==> src/rtl/tone_pkg.sv <==
// rtl/tone_pkg.sv - octave encodings, note period table and ms tick helpers for tone_poly_synth
package tone_pkg;

    localparam logic [1:0] OCT_MID     = 2'b00;
    localparam logic [1:0] OCT_LOW     = 2'b01;
    localparam logic [1:0] OCT_HIGH    = 2'b10;
    localparam logic [1:0] OCT_ILLEGAL = 2'b11;

    // Middle-octave frequencies in Hz x100; index 7 is C of the next octave up.
    function automatic longint unsigned note_freq_x100(input logic [2:0] note);
        case (note)
            3'd0:    return 64'd26163;
            3'd1:    return 64'd29366;
            3'd2:    return 64'd32963;
            3'd3:    return 64'd34923;
            3'd4:    return 64'd39200;
            3'd5:    return 64'd44000;
            3'd6:    return 64'd49388;
            default: return 64'd52325;
        endcase
    endfunction

    // Lower octave halves the x100 frequency before rounding so C low lands on 130.81 Hz.
    function automatic longint unsigned note_period(input logic [1:0] shift, input logic [2:0] note,
                                                    input longint unsigned clk_hz);
        longint unsigned f;
        f = note_freq_x100(note);
        case (shift)
            OCT_LOW:  f = f / 64'd2;
            OCT_HIGH: f = f * 64'd2;
            OCT_MID:  f = f;
            default:  return 64'd0;
        endcase
        return (clk_hz * 64'd100 + f / 64'd2) / f;
    endfunction

    function automatic int unsigned ms_ticks(input longint unsigned clk_hz);
        return 32'(clk_hz / 64'd1000);
    endfunction

endpackage

==> src/rtl/tone_channel.sv <==
// rtl/tone_channel.sv - one tone voice: period counter, ms timebase, duration countdown, square output
module tone_channel
    import tone_pkg::*;
#(
    parameter int unsigned CLK_HZ = 100_000_000,
    parameter int          DIV_W  = 20,
    parameter int          DUR_W  = 16
) (
    input  logic             i_clk,
    input  logic             i_rst,
    input  logic             i_load,
    input  logic             i_kill,
    input  logic [DIV_W-1:0] i_period,
    input  logic [DUR_W-1:0] i_dur,
    output logic             o_active,
    output logic             o_done,
    output logic             o_square
);

    localparam int unsigned MS       = ms_ticks(64'(CLK_HZ));
    localparam int          MS_W     = (MS > 1) ? $clog2(MS) : 1;
    localparam logic [MS_W-1:0] MS_LAST = MS_W'(MS - 1);

    logic [DIV_W-1:0] r_period;
    logic [DIV_W-1:0] r_cnt;
    logic [MS_W-1:0]  r_ms;
    logic [DUR_W-1:0] r_dur;
    logic             r_active;
    logic             r_done;

    logic w_cnt_wrap;
    logic w_ms_wrap;

    assign w_cnt_wrap = (r_cnt == r_period - DIV_W'(1));
    assign w_ms_wrap  = (r_ms == MS_LAST);

    // A load in the same cycle as natural expiry takes priority, so no done is raised.
    always_ff @(posedge i_clk) begin
        if (i_rst) begin
            r_period <= '0;
            r_cnt    <= '0;
            r_ms     <= '0;
            r_dur    <= '0;
            r_active <= 1'b0;
            r_done   <= 1'b0;
        end else begin
            r_done <= 1'b0;
            if (i_load) begin
                r_period <= i_period;
                r_cnt    <= '0;
                r_ms     <= '0;
                r_dur    <= i_dur;
                r_active <= 1'b1;
            end else if (i_kill) begin
                r_cnt    <= '0;
                r_ms     <= '0;
                r_dur    <= '0;
                r_active <= 1'b0;
            end else if (r_active) begin
                r_cnt <= w_cnt_wrap ? '0 : r_cnt + DIV_W'(1);
                r_ms  <= w_ms_wrap ? '0 : r_ms + MS_W'(1);
                if (w_ms_wrap && (r_dur != '0)) begin
                    r_dur <= r_dur - DUR_W'(1);
                    if (r_dur == DUR_W'(1)) begin
                        r_active <= 1'b0;
                        r_done   <= 1'b1;
                        r_cnt    <= '0;
                        r_ms     <= '0;
                    end
                end
            end
        end
    end

    assign o_active = r_active;
    assign o_done   = r_done;
    assign o_square = r_active & (r_cnt < (r_period >> 1));

endmodule

==> src/rtl/tone_poly_synth.sv <==
// rtl/tone_poly_synth.sv - command handshake, note decode, NUM_CH tone channels and sigma-delta mixer
module tone_poly_synth
    import tone_pkg::*;
#(
    parameter int unsigned CLK_HZ = 100_000_000,
    parameter int          NUM_CH = 4,
    parameter int          DIV_W  = 20,
    parameter int          DUR_W  = 16,
    localparam int         CH_W   = (NUM_CH > 1) ? $clog2(NUM_CH) : 1
) (
    input  logic              i_clk,
    input  logic              i_rst,
    input  logic              i_en,
    input  logic              i_cmd_valid,
    output logic              o_cmd_ready,
    input  logic [CH_W-1:0]   i_cmd_ch,
    input  logic              i_cmd_stop,
    input  logic [1:0]        i_cmd_shift,
    input  logic [2:0]        i_cmd_note,
    input  logic [DUR_W-1:0]  i_cmd_dur,
    output logic [NUM_CH-1:0] o_ch_active,
    output logic [NUM_CH-1:0] o_ch_done,
    output logic              o_pwm
);

    localparam int ACC_W = $clog2(NUM_CH) + 1;

    logic             r_pend;
    logic [CH_W-1:0]  r_ch;
    logic             r_stop;
    logic [1:0]       r_shift;
    logic [2:0]       r_note;
    logic [DUR_W-1:0] r_dur;
    logic [ACC_W-1:0] r_acc;
    logic             r_pwm;

    logic             w_accept;
    logic             w_off;
    logic [DIV_W-1:0] w_period;
    logic [DIV_W-1:0] w_table [32];
    logic [NUM_CH-1:0] w_square;
    logic [ACC_W-1:0] w_sum;
    logic [ACC_W:0]   w_total;

    assign o_cmd_ready = ~i_rst & ~r_pend;
    assign w_accept    = i_cmd_valid & o_cmd_ready;

    always_ff @(posedge i_clk) begin
        if (i_rst) begin
            r_pend  <= 1'b0;
            r_ch    <= '0;
            r_stop  <= 1'b0;
            r_shift <= '0;
            r_note  <= '0;
            r_dur   <= '0;
        end else begin
            r_pend <= w_accept;
            if (w_accept) begin
                r_ch    <= i_cmd_ch;
                r_stop  <= i_cmd_stop;
                r_shift <= i_cmd_shift;
                r_note  <= i_cmd_note;
                r_dur   <= i_cmd_dur;
            end
        end
    end

    // Periods are elaboration-time constants, so the lookup is a plain 32-entry ROM.
    for (genvar s = 0; s < 4; s++) begin : g_oct
        for (genvar n = 0; n < 8; n++) begin : g_note
            localparam longint unsigned P = note_period(2'(s), 3'(n), 64'(CLK_HZ));
            assign w_table[s*8+n] = P[DIV_W-1:0];
        end
    end

    assign w_period = w_table[{r_shift, r_note}];
    assign w_off    = r_stop | (r_shift == OCT_ILLEGAL);

    for (genvar g = 0; g < NUM_CH; g++) begin : g_ch
        logic w_hit;
        assign w_hit = r_pend & (r_ch == CH_W'(g));

        tone_channel #(
            .CLK_HZ (CLK_HZ),
            .DIV_W  (DIV_W),
            .DUR_W  (DUR_W)
        ) u_channel (
            .i_clk    (i_clk),
            .i_rst    (i_rst),
            .i_load   (w_hit & ~w_off),
            .i_kill   (w_hit & w_off),
            .i_period (w_period),
            .i_dur    (r_dur),
            .o_active (o_ch_active[g]),
            .o_done   (o_ch_done[g]),
            .o_square (w_square[g])
        );
    end

    always_comb begin
        w_sum = '0;
        for (int k = 0; k < NUM_CH; k++) begin
            w_sum = w_sum + ACC_W'(w_square[k]);
        end
    end

    assign w_total = {1'b0, r_acc} + {1'b0, w_sum};

    // First-order sigma-delta: emit a 1 each time the accumulated level crosses NUM_CH.
    always_ff @(posedge i_clk) begin
        if (i_rst || !i_en) begin
            r_acc <= '0;
            r_pwm <= 1'b0;
        end else if (w_total >= (ACC_W+1)'(NUM_CH)) begin
            r_acc <= ACC_W'(w_total - (ACC_W+1)'(NUM_CH));
            r_pwm <= 1'b1;
        end else begin
            r_acc <= w_total[ACC_W-1:0];
            r_pwm <= 1'b0;
        end
    end

    assign o_pwm = r_pwm;

endmodule

==> config.mk <==
export PLATFORM = sky130hd
export DESIGN_NAME = tone_poly_synth
export DESIGN_NICKNAME = d
export VERILOG_FILES = /design/src/rtl/tone_pkg.sv /design/src/rtl/tone_channel.sv /design/src/rtl/tone_poly_synth.sv
export SDC_FILE = /design/constraint.sdc
export NUM_CORES = 1
export LEC_CHECK = 0
export CELL_PAD_IN_SITES_DETAIL_PLACEMENT = 0
export CELL_PAD_IN_SITES_GLOBAL_PLACEMENT = 1
export CORE_MARGIN = 2
export CORE_UTILIZATION = 48
export CTS_CLUSTER_DIAMETER = 80
export DETAILED_ROUTE_END_ITERATION = 10
export DONT_BUFFER_PORTS = 1
export GPL_ROUTABILITY_DRIVEN = 0
export PLACE_DENSITY = 0.91
export SYNTH_ARGS = -nofsm -noshare
export SYNTH_HDL_FRONTEND = slang
export SYNTH_SLANG_ARGS = --single-unit
==> constraint.sdc <==
create_clock -name i_clk -period 5.1 [get_ports i_clk]
set_input_delay 0.255 -clock i_clk [delete_from_list [all_inputs] [get_ports i_clk]]
set_output_delay 0.255 -clock i_clk [all_outputs]
set_load 0.005 [all_outputs]
Word level (Yosys, flattened, before mapping). Memory sizes are Yosys's and may differ from the RTL's. Index checks and enable logic that the tools add are counted.

Output and inout bits: 10. Register bits: 329. Word-level logic and storage cells: 206. Bits of input ports: 28. Memories kept: 1. ROM bits: 640.

Bitwise operators: 31. $lt $le $gt $ge: 6. Muxes and demuxes: 68. Add/subtract/negate cells: 21. Equal/unequal tests: 16. Reductions and logical operators: 31.

Memory list: (name not given) (depth 32, bits a word 20, rd ports 1, clocked after Yosys merged registers in 0, wr ports 0, line tone_poly_synth.sv:76) `assign w_period = w_table[{r_shift, r_note}];`.

Operators with widths (number): two-way mux 20 bit (14); two-way mux 16 bit (16); two-way mux 17 bit (12); adder 20 x 1 -> 20 bit (second input constant) (4); equality test 20 bit (4); < comparator 20 x 19 -> 1 bit (4); subtractor 20 x 1 -> 20 bit (second input constant) (4); adder 17 x 1 -> 17 bit (second input constant) (4); equality test 17 bit (second input constant) (4); equality test 16 x 1 -> 1 bit (second input constant) (4); nonzero test 16 bit (4); subtractor 16 x 1 -> 16 bit (second input constant) (4); two-way mux 1 bit (25); nonzero test 3 bit (8); OR reduction 5 bit (4); bitwise AND 1 bit (18); OR reduction 3 bit (4); NOT 1 bit (11); AND reduction 2 bit (4); equality test 2 bit (second input constant) (3); >= comparator 6 bit (second input constant) (1); NOT 5 -> 6 bit (1); adder 3 x 3 -> 4 bit (1); >= comparator 4 x 3 -> 1 bit (second input constant) (1); other kinds (11) (14).

Longest topological paths before layout.
Word-level depth: 8. Mapped depth: 15. Mapped depth without buffers: 14.

By module. A second synthesis with hierarchy kept.

Cell total of the unflattened synthesis: 2749. Area total of the unflattened synthesis: 21679.5 um^2.

By module, submodules not included: tone_channel at g_ch[1].u_channel ... (sequential area each 1501.4 um^2, area each 4944.7 um^2, cells an instance 633, instances 3); tone_channel at g_ch[0].u_channel (sequential area each 1501.4 um^2, area each 4789.6 um^2, cells an instance 593, instances 1); tone_poly_synth (sequential area each 580.6 um^2, area each 2055.7 um^2, cells an instance 257, instances 1).

Worst setup path before layout. Ideal clock, no wire load.

Path type: register to register. Start point: register g_ch[0].u_channel.r_period[11]. End point: register r_pwm (netlist: o_pwm). Data arrival time: 3.886 ns. Setup slack: 1.128 ns. Stages on the path, launching flop included: 16. Period minus slack after synthesis: 3.972 ns. Setup time: 0.086 ns. Path buffers: 1. Data required time: 5.014 ns. Cell sequence: dfxtp_1 > clkbuf_1 > inv_1 > ha_1 > a21oi_1 > nor2b_1 > a2111oi_0 > inv_1 > a211o_1 > a2111oi_0 > nor2b_1 > fa_1 > fa_1 > fa_1 > nor2b_1 > a211oi_1.

Longest elaborated chain between the ends: 8.

RTL lines: start: declaration (line tone_channel.sv:24) `logic [DIV_W-1:0] r_period;`; start signal: assignment (line tone_channel.sv:49) `r_period <= i_period;`; < comparator 20 x 19 -> 1 bit (line tone_channel.sv:77) `assign o_square = r_active & (r_cnt < (r_period >> 1));`; bitwise AND 1 bit (line tone_channel.sv:77); adder 1 x 1 -> 2 bit (line tone_poly_synth.sv:103) `w_sum = w_sum + ACC_W'(w_square[k]);`; adder 2 x 1 -> 3 bit (line tone_poly_synth.sv:103); adder 3 x 1 -> 3 bit (line tone_poly_synth.sv:103); adder 3 x 3 -> 4 bit (line tone_poly_synth.sv:107) `assign w_total = {1'b0, r_acc} + {1'b0, w_sum};`; >= comparator 4 x 3 -> 1 bit (line tone_poly_synth.sv:114) `end else if (w_total >= (ACC_W+1)'(NUM_CH)) begin`; two-way mux 1 bit (line tone_poly_synth.sv:114); end signal: assignment (line tone_poly_synth.sv:113) `r_pwm <= 1'b0;`; end signal: assignment (line tone_poly_synth.sv:116) `r_pwm <= 1'b1;`; end signal: assignment (line tone_poly_synth.sv:119) `r_pwm <= 1'b0;`; end: declaration (line tone_poly_synth.sv:35) `logic r_pwm;`.

Every way passes these cells. A chain may end at the register's enable or synchronous reset.

Worst setup path after layout. Same ends and word-level chain as after synthesis.

==> summary.txt <==
Pwr
  – Cell leakage power: 8.29 nW
  – Pwr dens: 280 nW/µm²
  – Internal power: 4.53 mW
  – Peak VDD IR: approximately 0.00027 V
  – Combinational power share: a little over an eighth
  – Sequential share of power: a little over two fifths
  – Switching pwr: 1.76 mW
  – Sw Ratio: 27.9%
  – Clock power frac: 43.5%

Global route
  – Gr ovfl total: 0
  – Largest net degree at the start of global routing: 162
  – Number of global-route vias before repair: 17900
  – First-pass GRT wire length: between 90000 and 100000 µm
  – Antenna violations before repair: 1
  – GRT Total Usage: roughly 25%

Worst setup path
  – Crit path max fanout: 8
  – Crit Path Class: register to register
  – CP startpoint kind: register
  – Critical Path AT: 4780 ps
  – Worst path required time: roughly 5600 ps
  – CP Capture Type: register

Finish
  – Layout Nets: approximately 2700
  – Area growth from synthesis to layout: 8.63%
  – Most frequent cells in the layout: 329 x dfxtp_1, 268 x nor2_1, 255 x nand2_1
  – Layout cells sized above 1: 4.79%
  – Commonest non-fill, non-tap cell in the layout: dfxtp_1

Outcome
  – Status: finished clean

STA
  – Setup_tns: 0 ps
  – Max-slew headroom: 19.1%
  – Fin crit share: 84.8%
  – Final Setup Violations: 0
  – Measured slew at the worst slew-check pin: 1210 ps
  – RSZ-0062 raised after global routing: no
  – Fin crit period: 4320 ps
  – Final Max Tran Viols: 0
  – Fmax: 231 MHz
  – Final Hold Viols: 0
  – Tightest hold margin: roughly 51 ps
  – Worst Skew: 14.0 ps

Min path
  – Min-delay worst type: input port to register

CTS
  – Clk sinks: ~330
  – CTS tree: built
  – Post-CTS Repair Setup Buffers: 0
  – Resized cells post-CTS: 0
  – H-tree levels: 2
  – Hold Buf Count CTS: 35
  – Clk slew on worst S/H paths: 60 ps
  – CTS Buf Count: 38
  – Clk_lat worst skew: roughly 560 ps
  – Clk root buf: clkbuf_16
  – Buffer levels on the longest clock path: 3

Floorplan
  – Die Width: 211 µm
  – Die height: 211 µm
  – # IOs: 38
  – Starting Density: roughly half
  – Die Area: 44700 µm²
  – Core ar.: 42200 µm²
  – Site Rows: 75

Synthesis
  – Yosys warning count: 0
  – Syn_area_per_cell: 7.87 µm²
  – Synth Instances: between 2000 and 3000
  – Post-synth EDFFs: 0
  – Ys async rst share: 0%
  – Main flop type after synthesis: dfxtp_1
  – Cell variety after synth: 90
  – Post-synthesis net count: 2758
  – FF+latch count, synth: 329
  – Mapped cell area: 20600 µm²
  – Seq/Total Area, Yosys: between 30% and 40%

Route
  – Pre-antenna DRT Iters: 5
  – Routed len/inst: 18.0 µm
  – Number of remaining DRC errors: 0
  – Via Count: 19300
  – Antenna-violating nets left: 0
  – 1st-iter DRT viols: 1480
  – DR vias/cell: just over 6
  – Final wirelength: 56300 µm

Run
  – Max-cap viol count: 0

Placement
  – Port-buffer cells: 0
  – Post-DP HPWL: slightly below 40000 µm
## power groups by stage
| stage | Combinational (mW) | Clock (mW) | Sequential, mW |
|---|---|---|---|
| after global placement | 0.756 | 0 | 2.77 |
| final | 0.838 | 2.73 | 2.72 |
| after CTS | 0.822 | 2.77 | 2.71 |
| after floorplan | 0.621 | 0 | 2.73 |
| after global routing | 0.917 | 2.88 | 2.72 |
| after detailed placement | 0.771 | 0 | 2.77 |
## state kept, by name, indices dropped and copies added (netlist names), 3 cells and up
name                     count
r_note                       3
g_ch.u_channel.r_ms         68
g_ch.u_channel.r_period     80
r_dur                       16
g_ch.u_channel.r_dur        64
g_ch.u_channel.o_active      4
g_ch.u_channel.r_cnt        80
g_ch.u_channel.o_done        4
r_acc                        3
## metrics by stage
step                util (%)  worst slack, ps  cell area [µm²]  instances  power (mW)
finish                  53.1              776            22400       3127        6.29
CTS                     53.1              785            22400       3126        6.31
global placement        49.3              957            20800       3025        3.52
floorplan                  -             1130            20600       2624        3.35
global route            53.1              326            22400       3127        6.52
detailed placement      49.3              776            20800       3025        3.54
## final timing paths
check | from | end | slack [ps] | depth (start not counted)
worst max register to register | g_ch[0].u_channel.r_period[11]$_SDFFE_PP0P_ | o_pwm$_SDFF_PP0_ | 780 | 14
worst min register to register | g_ch[1].u_channel.r_dur[10]$_SDFFE_PP0P_ | g_ch[1].u_channel.r_dur[10]$_SDFFE_PP0P_ | 490 | 2
worst min-delay path | i_rst | g_ch[2].u_channel.r_cnt[18]$_SDFFE_PP0P_ | 50 | 3
worst max-delay path | g_ch[0].u_channel.r_period[11]$_SDFFE_PP0P_ | o_pwm$_SDFF_PP0_ | 780 | 14
## cells in the mapped netlist, types with 11 or more instances
| library cell | instances | area (µm²) |
|---|---|---|
| o311ai_0 | 12 | 105 |
| nand3b_1 | 16 | 120 |
| a21o_1 | 45 | 338 |
| a21oi_1 | 149 | 746 |
| buf_2 | 15 | 75.1 |
| nand2b_1 | 43 | 269 |
| nor2_1 | 272 | 1020 |
| dfxtp_1 | 329 | 6590 |
| nor3_1 | 81 | 405 |
| o21ai_0 | 86 | 430 |
| or4_1 | 17 | 128 |
| inv_1 | 117 | 439 |
| ha_1 | 103 | 1290 |
| o31ai_1 | 29 | 218 |
| nand4_1 | 51 | 319 |
| buf_1 | 12 | 45.0 |
| or3_1 | 29 | 181 |
| nand3_1 | 116 | 581 |
| nor4_1 | 30 | 188 |
| nor2b_1 | 18 | 113 |
| nand2_1 | 255 | 957 |
| and3_1 | 63 | 394 |
| a41oi_1 | 15 | 131 |
| a211oi_1 | 88 | 661 |
| a31oi_1 | 44 | 275 |
| o41ai_1 | 25 | 219 |
| xor2_1 | 109 | 955 |
| nor4b_1 | 11 | 96.3 |
| nand4b_1 | 13 | 114 |
| o211ai_1 | 25 | 188 |
| mux2i_1 | 14 | 140 |
| xnor2_1 | 92 | 806 |
| clkbuf_1 | 118 | 443 |
## area by class of cell
class,instances,area (µm²)
antenna,1,2.50
clock inverter,13,110
timing repair buffer,55,518
sequential,329,6590
tap,539,674
clock buffer,53,1130
multi-input combinational,2018,13000
inverter,119,447
fill,3940,19800
## critical path, stage by stage, from the launching register on
cell and delay (ps):
dfxtp_1 470, inv_1 80, ha_1 300, a21oi_1 130, nor2b_1 60, a2111oi_0 510
inv_1 100, a211o_1 290, a2111oi_0 370, nor2b_1 140, fa_1 500, fa_1 480
fa_1 400, nor2b_1 140, a211oi_1 250
## layer usage
| metal | global-route usage [%] | wire length (µm) |
|---|---|---|
| met2 | 40.4 | 26200 |
| met4 | 7.80 | 1440 |
| met3 | 3.81 | 2950 |
| met5 | 0 | 0 |
| met1 | 33.4 | 25700 |
## kinds of logic after synthesis
logic type,count (synthesis),share of synthesized area (%)
mux,17,0.951
xor+xnor,202,8.64
simple gates,1075,26.4
flops,329,31.9
fa+ha+maj,107,6.58
compound gates,617,20.1
buf+inv,277,5.42
Note: power is estimated with default switching activity, not from simulation.
